### src/rtl/g2b_defs.sv
// Shared definitions for the sequential Gray-to-binary decoder.
// State encodings and default word width.
package g2b_defs;

    typedef enum logic [1:0] {
        S_IDLE = 2'd0,
        S_CONV = 2'd1,
        S_DONE = 2'd2
    } g2b_state_t;

    localparam int G2B_WIDTH_DEF = 5;

endpackage

### src/rtl/g2b_seq.sv
// Sequential Gray-to-binary decoder: accepts a Gray word, resolves it MSB-first,
// one bit per clock, and presents the registered binary result.
//
// state  | meaning
// IDLE   | waiting for a Gray word (in_ready high)
// CONV   | resolving one bit per cycle, MSB first
// DONE   | result on binary, waiting for out_ready
module g2b_seq
    import g2b_defs::*;
#(
    parameter int WIDTH = G2B_WIDTH_DEF
) (
    input  logic             clk,
    input  logic             rst,
    input  logic             in_valid,
    output logic             in_ready,
    input  logic [WIDTH-1:0] gray,
    output logic             out_valid,
    input  logic             out_ready,
    output logic [WIDTH-1:0] binary,
    output logic             busy
);

    localparam int CNT_W = $clog2(WIDTH) + 1;

    g2b_state_t       state;
    logic [WIDTH-1:0] g_reg;
    logic [WIDTH-1:0] w;
    logic [WIDTH-1:0] w_next;
    logic [WIDTH:0]   w_ext;
    logic [CNT_W-1:0] idx;

    // Zero pad above the MSB makes the MSB step reduce to w[msb] = g_reg[msb].
    assign w_ext = {1'b0, w};

    always_comb begin
        w_next = w;
        for (int i = 0; i < WIDTH; i++) begin
            if (idx == CNT_W'(i)) begin
                w_next[i] = w_ext[i+1] ^ g_reg[i];
            end
        end
    end

    always_ff @(posedge clk or posedge rst) begin
        if (rst) begin
            state     <= S_IDLE;
            g_reg     <= '0;
            w         <= '0;
            idx       <= '0;
            binary    <= '0;
            in_ready  <= 1'b1;
            out_valid <= 1'b0;
            busy      <= 1'b0;
        end else begin
            case (state)
                S_IDLE: begin
                    if (in_valid) begin
                        g_reg    <= gray;
                        idx      <= CNT_W'(WIDTH - 1);
                        in_ready <= 1'b0;
                        busy     <= 1'b1;
                        state    <= S_CONV;
                    end
                end
                S_CONV: begin
                    w <= w_next;
                    if (idx == '0) begin
                        binary    <= w_next;
                        out_valid <= 1'b1;
                        state     <= S_DONE;
                    end else begin
                        idx <= idx - CNT_W'(1);
                    end
                end
                S_DONE: begin
                    if (out_ready) begin
                        out_valid <= 1'b0;
                        busy      <= 1'b0;
                        in_ready  <= 1'b1;
                        state     <= S_IDLE;
                    end
                end
                default: begin
                    idx       <= '0;
                    in_ready  <= 1'b1;
                    out_valid <= 1'b0;
                    busy      <= 1'b0;
                    state     <= S_IDLE;
                end
            endcase
        end
    end

endmodule
### config.mk
export PLATFORM = sky130hd
export DESIGN_NAME = g2b_seq
export DESIGN_NICKNAME = d
export VERILOG_FILES = /design/src/rtl/g2b_defs.sv /design/src/rtl/g2b_seq.sv
export SDC_FILE = /design/constraint.sdc
export NUM_CORES = 1
export LEC_CHECK = 0
export CORE_MARGIN = 8
export CORE_UTILIZATION = 52
export CTS_CLUSTER_DIAMETER = 80
export DETAILED_ROUTE_END_ITERATION = 10
export GPL_TIMING_DRIVEN = 1
export PLACE_DENSITY = 0.77
export REMOVE_ABC_BUFFERS = 1
export SYNTH_ARGS = -nofsm -noshare
export SYNTH_HDL_FRONTEND = slang
export SYNTH_SLANG_ARGS = --single-unit
### constraint.sdc
create_clock -name clk -period 1.8 [get_ports clk]
set_input_delay 0.45 -clock clk [delete_from_list [all_inputs] [get_ports clk]]
set_output_delay 0.45 -clock clk [all_outputs]
set_load 0.01 [all_outputs]
# Word-level counts from Yosys, hierarchy flattened
# Cells that the tools add are included.
# word_totals
ff_bits,24
output_inout_bits,8
# classes
eq_ne,10
bitwise_logic,7
n_mux,20
reduce_logical,8
add_sub_neg,1
# op_table
operator,count
4-bit case mux with 3 select lines,1
3-bit AND reduction,4
1-bit 2-to-1 mux,10
1-bit case mux with 3 select lines,3
4-bit by 2-bit == test with 1-bit output (second input constant),2
4-bit 2-to-1 mux,2
2-bit inequality test (second input constant),4
2-bit 2-to-1 mux,3
2-bit case mux with 3 select lines,1
4-bit by 1-bit == test with 1-bit output (second input constant),1
4-bit by 3-bit == test with 1-bit output (second input constant),1
4-bit logical NOT,1
2-bit AND reduction,2
4-bit by 1-bit subtractor with 4-bit output (second input constant),1
1-bit XOR,4
1-bit NOT,3
2-bit by 1-bit == test with 1-bit output (second input constant),1
2-bit == test (second input constant),1
2-bit logical NOT,1

# Longest topological paths before layout
# logic_depth
depth_word,3
mapped_depth,5
depth_no_buf,5

# Worst setup path after synthesis
# No wires, ideal clock.
# synth_path
path_kind,register -> register
startpoint,register idx[0]
endpoint,register idx[0]
synth_period_minus_slack_ps,1456
setup_ps,121
path_slack_ps,344
path_buffers,0
path_stages_with_launch,5
arrival_ps,1335
cell_sequence,dfrtp_1 inv_1 ha_1 or3b_1 a22o_1
# synth_between
elab_chain_cells,3
word_cells_on_any_way,6
# synth_rtl
item,line_no,source
from (decl),g2b_seq.sv:31,logic [CNT_W-1:0] idx;
from (signal assigned),g2b_seq.sv:60,idx <= CNT_W'(WIDTH - 1);
from (signal assigned),g2b_seq.sv:73,idx <= idx - CNT_W'(1);
4-bit by 1-bit subtractor with 4-bit output / 4-bit logical NOT (equally long branches),"g2b_seq.sv:73, g2b_seq.sv:68",
4-bit 2-to-1 mux / 2-bit inequality test (equally long branches),--,
4-bit case mux with 3 select lines / 3-bit AND reduction (equally long branches),--,
# Several ways; a longest one is shown, not always the timed one. The select of a mux whose other input is x is not followed.
# A chain may end at the register's enable or synchronous reset.

# Final worst setup path
# layout_path
startpoint,register busy
endpoint,output port busy
# layout_lines
item,line_no,source
from (decl),g2b_seq.sv:21,output logic busy
from (signal assigned),g2b_seq.sv:54,busy <= 1'b0;
from (signal assigned),g2b_seq.sv:62,busy <= 1'b1;
from (signal assigned),g2b_seq.sv:79,busy <= 1'b0;
# No word-level cell between the ends.

==> impl_results.md <==
* Status: finished clean
* Syn Area/Cell at 11.6 sq um
* Final GP Congestion at a little under 0.8
* Final Core Density at about 64%
* Number of routed nets with antenna violations at 0
* Initial antenna violation count at 0
* Clock-pin slew on the worst setup and hold paths at around 0.13 ns
* Post-CTS setup buffers at 0
* Detail Placement HPWL at 1720 um
* Total GRT Usage at 11.8%
* CP startpoint kind: flip-flop
* Max clock buf depth at 2
* Antenna Cells at 0
* Register area share after synthesis at approximately half
* Net Sw Frac at 38.2%
* Port buffer count at 16
* Clock skew at 0.0138 ns
* Synthesized netlist cell count at slightly below 100
* Worst hold margin at 0.457 ns
* Commonest non-fill, non-tap cell in the layout: dfrtp_1
* P_sw at roughly 0.85 mW
* Flops & latches, synth at 23
* Share of cells above drive strength 1 at between 15 and 20%
* CP bufs+invs at 1
* Clock buffer count from CTS at 3
* Int Power at roughly 1.4 mW
* Die area at a little under 4000 sq um
* Slowest cell on crit path: clkdlybuf4s50_1
* CTS tree: yes
* Distinct cells, synth at 29
* Crit path kind: reg2out
* Comb pwr share at a little under half
* Post-Layout Cell Count at roughly 150
* Lkg Pwr at around 0.6 nW
* Setup Viol. Count Final at 0
* Reg power frac at 44.2%
* Fin crit share at about 96%
* Cell taking the most area after synthesis: dfrtp_1
* Number of global-route vias before repair at a little over 800
* Final Hold Viols at 0
* Clock Power Share at a little over a tenth
* Final Slew Violations at 0
* I/O pin count at 17
* Die height at roughly 63 um
* Beginning of the critical path: busy$_DFFE_PP0P_
* Fmax at roughly 580 MHz
* Synth top area share at between 40% and 50%
* Final Total Pwr at between 2 and 2.5 mW
* Nets at ~130
* Largest net degree at the start of global routing at 24
* Min Tclk post-route at 1.73 ns
* YS warnings at 0
* Total gr overflow at 0
* Max VDD drop at 0.000921 V
* Power Dens Cells at ~1600 nW/um^2
* Die width at roughly 63 um
* Core area at approximately 2100 sq um
* Clk sinks at 23
* CP max FO at 3
* Reg-to-reg startpoint: idx[0]$_DFFE_PP0P_
* CP Cell Sequence: clkdlybuf4s50_1
* Number of DRC markers in iteration 0 at 13
* RSZ-0062 raised after global routing: false
* TNS Setup at 0 ns
* Pin slew with the least headroom to its limit at roughly 0.4 ns
* Crit end category: primary output
* Synth top area cells: dfrtp_1 49%, mux2_2 8.0%, ha_1 4.4%, o21ai_0 4.0%, xor2_1 3.1%
* Layout area overhead at 20.5%
* Drt via density at roughly 5.3
* Skew-Pair Late Insertion Delay at roughly 0.3 ns
* Critical path arrival at around 1.3 ns
* Wire length per cell at around 15 um
* Most frequent cells in the layout: 22 x dfrtp_1, 15 x clkdlybuf4s50_1, 9 x o21ai_0, 8 x mux2_2, 5 x inv_1
* Critical Path Max Stage Delay at 0.57 ns
* # H-tree levels at 1
* Residual DRC count at 0
* Crit-path leading delay family: buffers and inverters
* Inst Count DP at between 100 and 150
* Initial Utilization at 53.0%
* CP required at between 1 and 1.5 ns
* Site Rows at 17
* Slew HR at between 70% and 80%
* Drt first pass iters at 4
* Max-cap violations at 0
* First-pass GRT wire length at around 3800 um
* Total Wirelength at 2190 um
* Synthesized cell area at 1130 sq um
* Worst min-delay path class: in2async
* Via Count at around 770
* CTS Root Cell: clkbuf_4
-- cell usage after synthesis --
cell       instances
dfrtp_1           22
o21ai_0            9
mux2_2             8
inv_1              5
a21oi_1            4
ha_1               4
nand2_1            4
nor2_1             4
nor3_1             4
xor2_1             4
mux2i_1            3
nand3_1            3
nor2b_1            3
a22o_1             2
nand2b_1           2
nand4b_1           2
o22ai_1            2
a21o_1             1
buf_2              1
buf_4              1
dfstp_2            1
mux2_1             1
mux2_4             1
nand3_4            1
nand4bb_1          1
nor2_4             1
nor2b_4            1
o2bb2ai_1          1
or3b_1             1
-- path summary, 6_finish.rpt --
check                                        end  cells past startpoint  slack, ns
hold reg to reg                 w[4]$_DFFE_PP0P_                      1       0.50
setup / recovery                            busy                      1       0.07
setup reg to reg              idx[0]$_DFFE_PP0P_                      5       0.18
min in group clk                w[4]$_DFFE_PP0P_                      1       0.50
max in group asynchronous   in_ready$_DFFE_PP1P_                      3       1.07
hold / removal             binary[4]$_DFFE_PP0P_                      3       0.46
-- per-stage QoR --
step	setup WS, ns	area (sq um)
floorplan	0.344	1110
global placement	0.122	1330
detailed placement	0.0999	1330
CTS	0.0711	1360
global route	0.0321	1360
finish	0.0731	1360
-- power groups by stage --
stage	Clock (mW)	Sequential (mW)	Combinational, mW
after floorplan	0	0.973	0.665
after global placement	0	0.976	0.994
after detailed placement	0	0.995	1.03
after CTS	0.236	0.984	1.03
after global routing	0.262	1.02	1.13
final	0.230	0.984	1.01
-- layout make-up --
class / instances / area, sq um
Clock buffer: 3 / 22.5
Timing Repair Buffer: 19 / 181
Clock inverter: 1 / 5.00
Multi-Input combinational cell: 67 / 519
Fill cell: 180 / 768
Inverter: 5 / 18.8
Tap cell: 28 / 35.0
Sequential cell: 23 / 577
-- repair_timing --
action	in CTS	in global routing
gates resized for setup	1	0
hold buffers	0	0
hold endpoints to repair	0	0
setup endpoints to repair	1	0
-- tightest hold or removal path: stages --
cell and delay, ns:
clkdlybuf4s50_1 0.39, inv_1 0.05, buf_4 0.28
-- layer usage --
metal  wire (um)  GRT usage (%)  vias up
met1         960           13.8      371
li1            -              -      385
met2        1130           20.7       14
met5           0              0        -
met3          92           3.23        2
met4          12           2.56        0
-- cells by family (layout without fill, tap and decap cells) --
logic type | count (synthesis) | count (layout) | share of synthesized area, %
flip-flops | 23 | 23 | 51.2
buffers and inverters | 7 | 28 | 2.77
adder cells (fa/ha/maj) | 4 | 4 | 4.44
XOR/XNOR | 4 | 4 | 3.11
AO/OA/AOI/OAI | 19 | 19 | 9.88
AND/OR/NAND/NOR | 27 | 27 | 15.6
multiplexers | 13 | 13 | 13.0
Note: power is estimated with default switching activity, not from simulation.
==> variant 1, RTL diff (same flow settings) <==
The 3 states of `g2b_state_t` get a one-hot encoding in 3 bits.
--- a/src/rtl/g2b_defs.sv
+++ b/src/rtl/g2b_defs.sv
@@ -2,10 +2,10 @@
 // State encodings and default word width.
 package g2b_defs;
 
-    typedef enum logic [1:0] {
-        S_IDLE = 2'd0,
-        S_CONV = 2'd1,
-        S_DONE = 2'd2
+    typedef enum logic [2:0] {
+        S_IDLE = 3'b001,
+        S_CONV = 3'b010,
+        S_DONE = 3'b100
     } g2b_state_t;
 
     localparam int G2B_WIDTH_DEF = 5;
Behaviour: same outputs for any inputs over 10 cycles, from zero or initial values and one cycle with rst high; not proved beyond that.
==> variant 1 against the original RTL <==
- area after synthesis rose by 12%
- clock skew down 0.0064 ns
- register-to-register slack got worse by 0.05 ns
- die area up 9.2%
- via count increased by 29%
- sequential cell count up 1
- sequential power decreased by 2.3%
- total power increased by 14%
- highest routed layer unchanged
- setup slack improved by 0.044 ns
- cell area increased by 16%
- combinational power is 16% higher
- critical endpoint is now binary[0]
- routed wire length up 19%
==> variant 1: results (changes against the original RTL) <==
finish:
  n_all_inverters: 6  # +1
  clk_share_pct: 3.32  # +1.3 points
  n_all_buffers: 29  # +10
  drive_above_1_share_pct: 20.9  # +4.0 points
  comb.multi_input.count: 85  # +27%
  seq_share_pct: 38.2  # -4.3 points
  flops_and_latches: 24  # +4.3%
grt:
  grtUsageTotal_pct: 13.0  # +1.2 points
  grt_pass1_vias: 986  # +22%
  met2_usage_pct: 21.2  # +0.46 points
  use_met1_pct: 15.9  # +2.1 points
  gr-usage-met3_pct: 3.40  # +0.18 points
  grt_max_degree: 25  # +4.2%
worst_setup_path:
  slowest_delay_ns: 0.54  # -0.03 ns
  cp_max_fo: 2  # -1
yosys:
  synth_xor_area_share_pct: 3.46  # +0.35 points
  synthMuxAreaShare_pct: 9.48  # -3.5 points
  synth_area_leaders: "dfrtp_1, mux2_2, o21ai_0"
  seq_area_frac_synth_pct: 47.6  # -3.6 points
pwr:
  power.internal_mw: 1.64  # +19%
  seqPwrFrac_pct: 38.0  # -6.2 points
route:
  wl_met3_um: 107  # +16%
  dr.first_iter.drc_count: 59  # +46
run_status:
  status: "complete, no violations"
place:
  dp_hpwl_um: 1900  # +10%
==> variant 1: cell types whose count changed after synthesis, sizes merged, moves of 3 or more <==
cell,before,now
nand2,4,11
nor2b,4,1
nor3,4,1
nor3b,0,5
buf,2,6
a2bb2oi,0,3
==> variant 1: cells by family (layout without fill, tap and decap cells) <==
| family | count (synthesis) | in the layout |
|---|---|---|
| compound gates | 26 | 26 |
| xor+xnor | 5 | 5 |
| fa+ha+maj | 4 | 4 |
| buf+inv | 13 | 39 |
| flops | 24 | 24 |
| mux | 11 | 11 |
| simple gates | 39 | 39 |
==> variant 1: through the flow <==
stage	instances	instance area (um^2)	hold slack [ns]
floorplan	115	1220	0.463
global placement	172	1500	0.465
detailed placement	172	1500	0.477
CTS	176	1550	0.470
global route	178	1580	0.504
finish	178	1580	0.457
==> variant 1: what timing repair did <==
item	4_1_cts	5_1_grt
gates cloned	0	0
setup endpoints to repair	1	5
buffers inserted	0	2
resized for setup	1	3
pin swaps	0	0
==> variant 2, RTL diff (same settings) <==
Without the edit above. The package constant `G2B_WIDTH_DEF` goes from 5 to 10.
--- a/src/rtl/g2b_defs.sv
+++ b/src/rtl/g2b_defs.sv
@@ -8,7 +8,7 @@
         S_DONE = 2'd2
     } g2b_state_t;
 
-    localparam int G2B_WIDTH_DEF = 5;
+    localparam int G2B_WIDTH_DEF = 10;
 
 endpackage
 
Interface: changed (resized binary and gray); port bits go from 17 to 27. No check against the original RTL was run, so the function may have changed too.
==> variant 2 against the original RTL <==
- routed wire length is 120% higher
- first-iteration DRC count grew to 7.8 times the old value
- area after synthesis is 83% higher
- critical path type is now register to register
- fmax is 3.2% lower
- setup slack worse by 0.057 ns
- total power is 130% higher
- largest power group unchanged
- cell area is 100% higher
- sequential cell count is 16 higher
==> variant 2: results (changes against the original RTL) <==
route:
  dr.first_iter.drc_count: 101  # +88
  routedWlPerCell_um: 18.3  # +22%
  met1_length_um: 2000  # +110%
  wl_met2_um: 2470  # +120%
  routed_via_density: 5.54  # +4.8%
  wl_met3_um: 221  # +140%
  drtPass1Iterations: 4  # unchanged
worst_setup_path:
  cpMaxStageDelayCell: "dfrtp_1"
  slowest_delay_ns: 0.39  # -0.18 ns
  reg2regPathDepth: 5  # unchanged
  critPathTopFamily: "multiplexers"
  arrival_ns: 1.96  # +0.68 ns
  cp_max_fo: 4  # +1
grt:
  grt_pass1_vias: 1563  # +93%
  grt_max_degree: 40  # +67%
  grtUsageTotal_pct: 15.6  # +3.8 points
  antenna_found_initial: 0  # unchanged
  grt_pass1_wl_um: 7650  # +100%
place:
  dpl-instance-area_mm2: 0.00245  # +84%
  post-place-ws_ns: -0.162  # -0.262 ns
  place_congestion: 0.839  # +7.7%
  port_buffers: 26  # +10
  dp_hpwl_um: 3250  # +89%
yosys:
  synth.distinct_cells: 38  # +31%
  synth_fa_ha_area_share_pct: 3.04  # -1.4 points
  seq_area_frac_synth_pct: 47.5  # -3.7 points
  ys.flop_type: "dfrtp_1"
  synth_xor_area_share_pct: 3.83  # +0.72 points
  synthMuxAreaShare_pct: 19.7  # +6.7 points
  synth_area_leaders: "dfrtp_1, mux2_2, ha_1"
  yosysWarnings: 0  # unchanged
  synth_compound_area_share_pct: 6.93  # -2.9 points
  synth_common_cells: "dfrtp_1, mux2_2, nand2_1, nor2b_1, xor2_1"
sta:
  finClkSkew_ns: 0.0101  # -0.00370 ns
  slew_headroom_pct: 71.1  # -2.4 points
run_status:
  status: "complete, no violations"
pwr:
  leakagePower_nw: 1.14  # +91%
  ir_drop_v: 0.000898  # -2.5%
cts:
  cts-root-buf: "clkbuf_8"
  clk_path_buf_depth: 2  # unchanged
  cts_made_buffers: 5  # +2
  clkTransAtPathRegs_ns: 0.08  # -0.05 ns
  clkLatencyLatePin_ns: 0.30  # about the same
  htree_levels: 2  # +1
finish:
  drive_above_1_share_pct: 38.7  # +22 points
  nets: 230  # +74%
  area_growth_pct: 32.7
  n_fill_cell: 290  # +61%
hold_path:
  hold_depth: 1
  hp-class: "register to register"
## variant 2: changes by cell type after synthesis, moves of 4 or more
cell | unedited run | this run
nor4bb_1 | 0 | 4
nor2b_1 | 3 | 9
o21ai_0 | 9 | 2
dfrtp_1 | 22 | 38
mux2_2 | 8 | 28
nand2_1 | 4 | 9
## variant 2: power breakdown
part	switching, mW	internal (mW)
clock network	0.317	0.449
logic	1.07	1.49
registers	0.393	1.31
## variant 2: per-stage QoR
| step | utilization [%] | cells | hold WS [ns] |
|---|---|---|---|
| 6_report | 69.8 | 262 | 0.493 |
| 5_1_grt | 69.8 | 262 | 0.526 |
| 4_1_cts | 66.7 | 258 | 0.498 |
| 3_5_place_dp | 62.7 | 250 | 0.481 |
| 3_3_place_gp | 62.7 | 250 | 0.475 |
| 2_1_floorplan | - | 156 | 0.480 |
## variant 2: per-layer routing
layer	up-vias	GRT usage, %
li1	679	-
met1	726	18.4
met2	36	25.6
met3	11	4.74
met4	0	7.04
met5	-	0
## variant 2: final cells by class
class	count	area [um^2]	share of cell area [%]
repair buffers	48	440	16.1
inverters	5	18.8	0.687
clock inverters	2	35.0	1.28
flip-flops and latches	39	981	35.9
multi-input cells	112	1110	40.7
clock buffers	6	82.6	3.02
well taps	50	62.6	2.29
## variant 2: what timing repair did
action / in CTS / in global routing
resized for setup: 9 / 16
endpoints found under the setup margin: 7 / 7
buffers inserted: 0 / 4
endpoints found under the hold margin: 0 / 0
pin swaps: 0 / 4
## variant 2: final timing paths
check / start / end / slack, ns
worst max-delay path: idx[1] / binary[6] / 0.02
worst min-delay path: binary[0] / binary[0] / 0.49
worst max register to register: idx[1] / binary[6] / 0.02
worst min register to register: binary[0] / binary[0] / 0.49
max in group asynchronous: rst / in_ready / 1.04
min in group asynchronous: rst / w[9] / 0.51
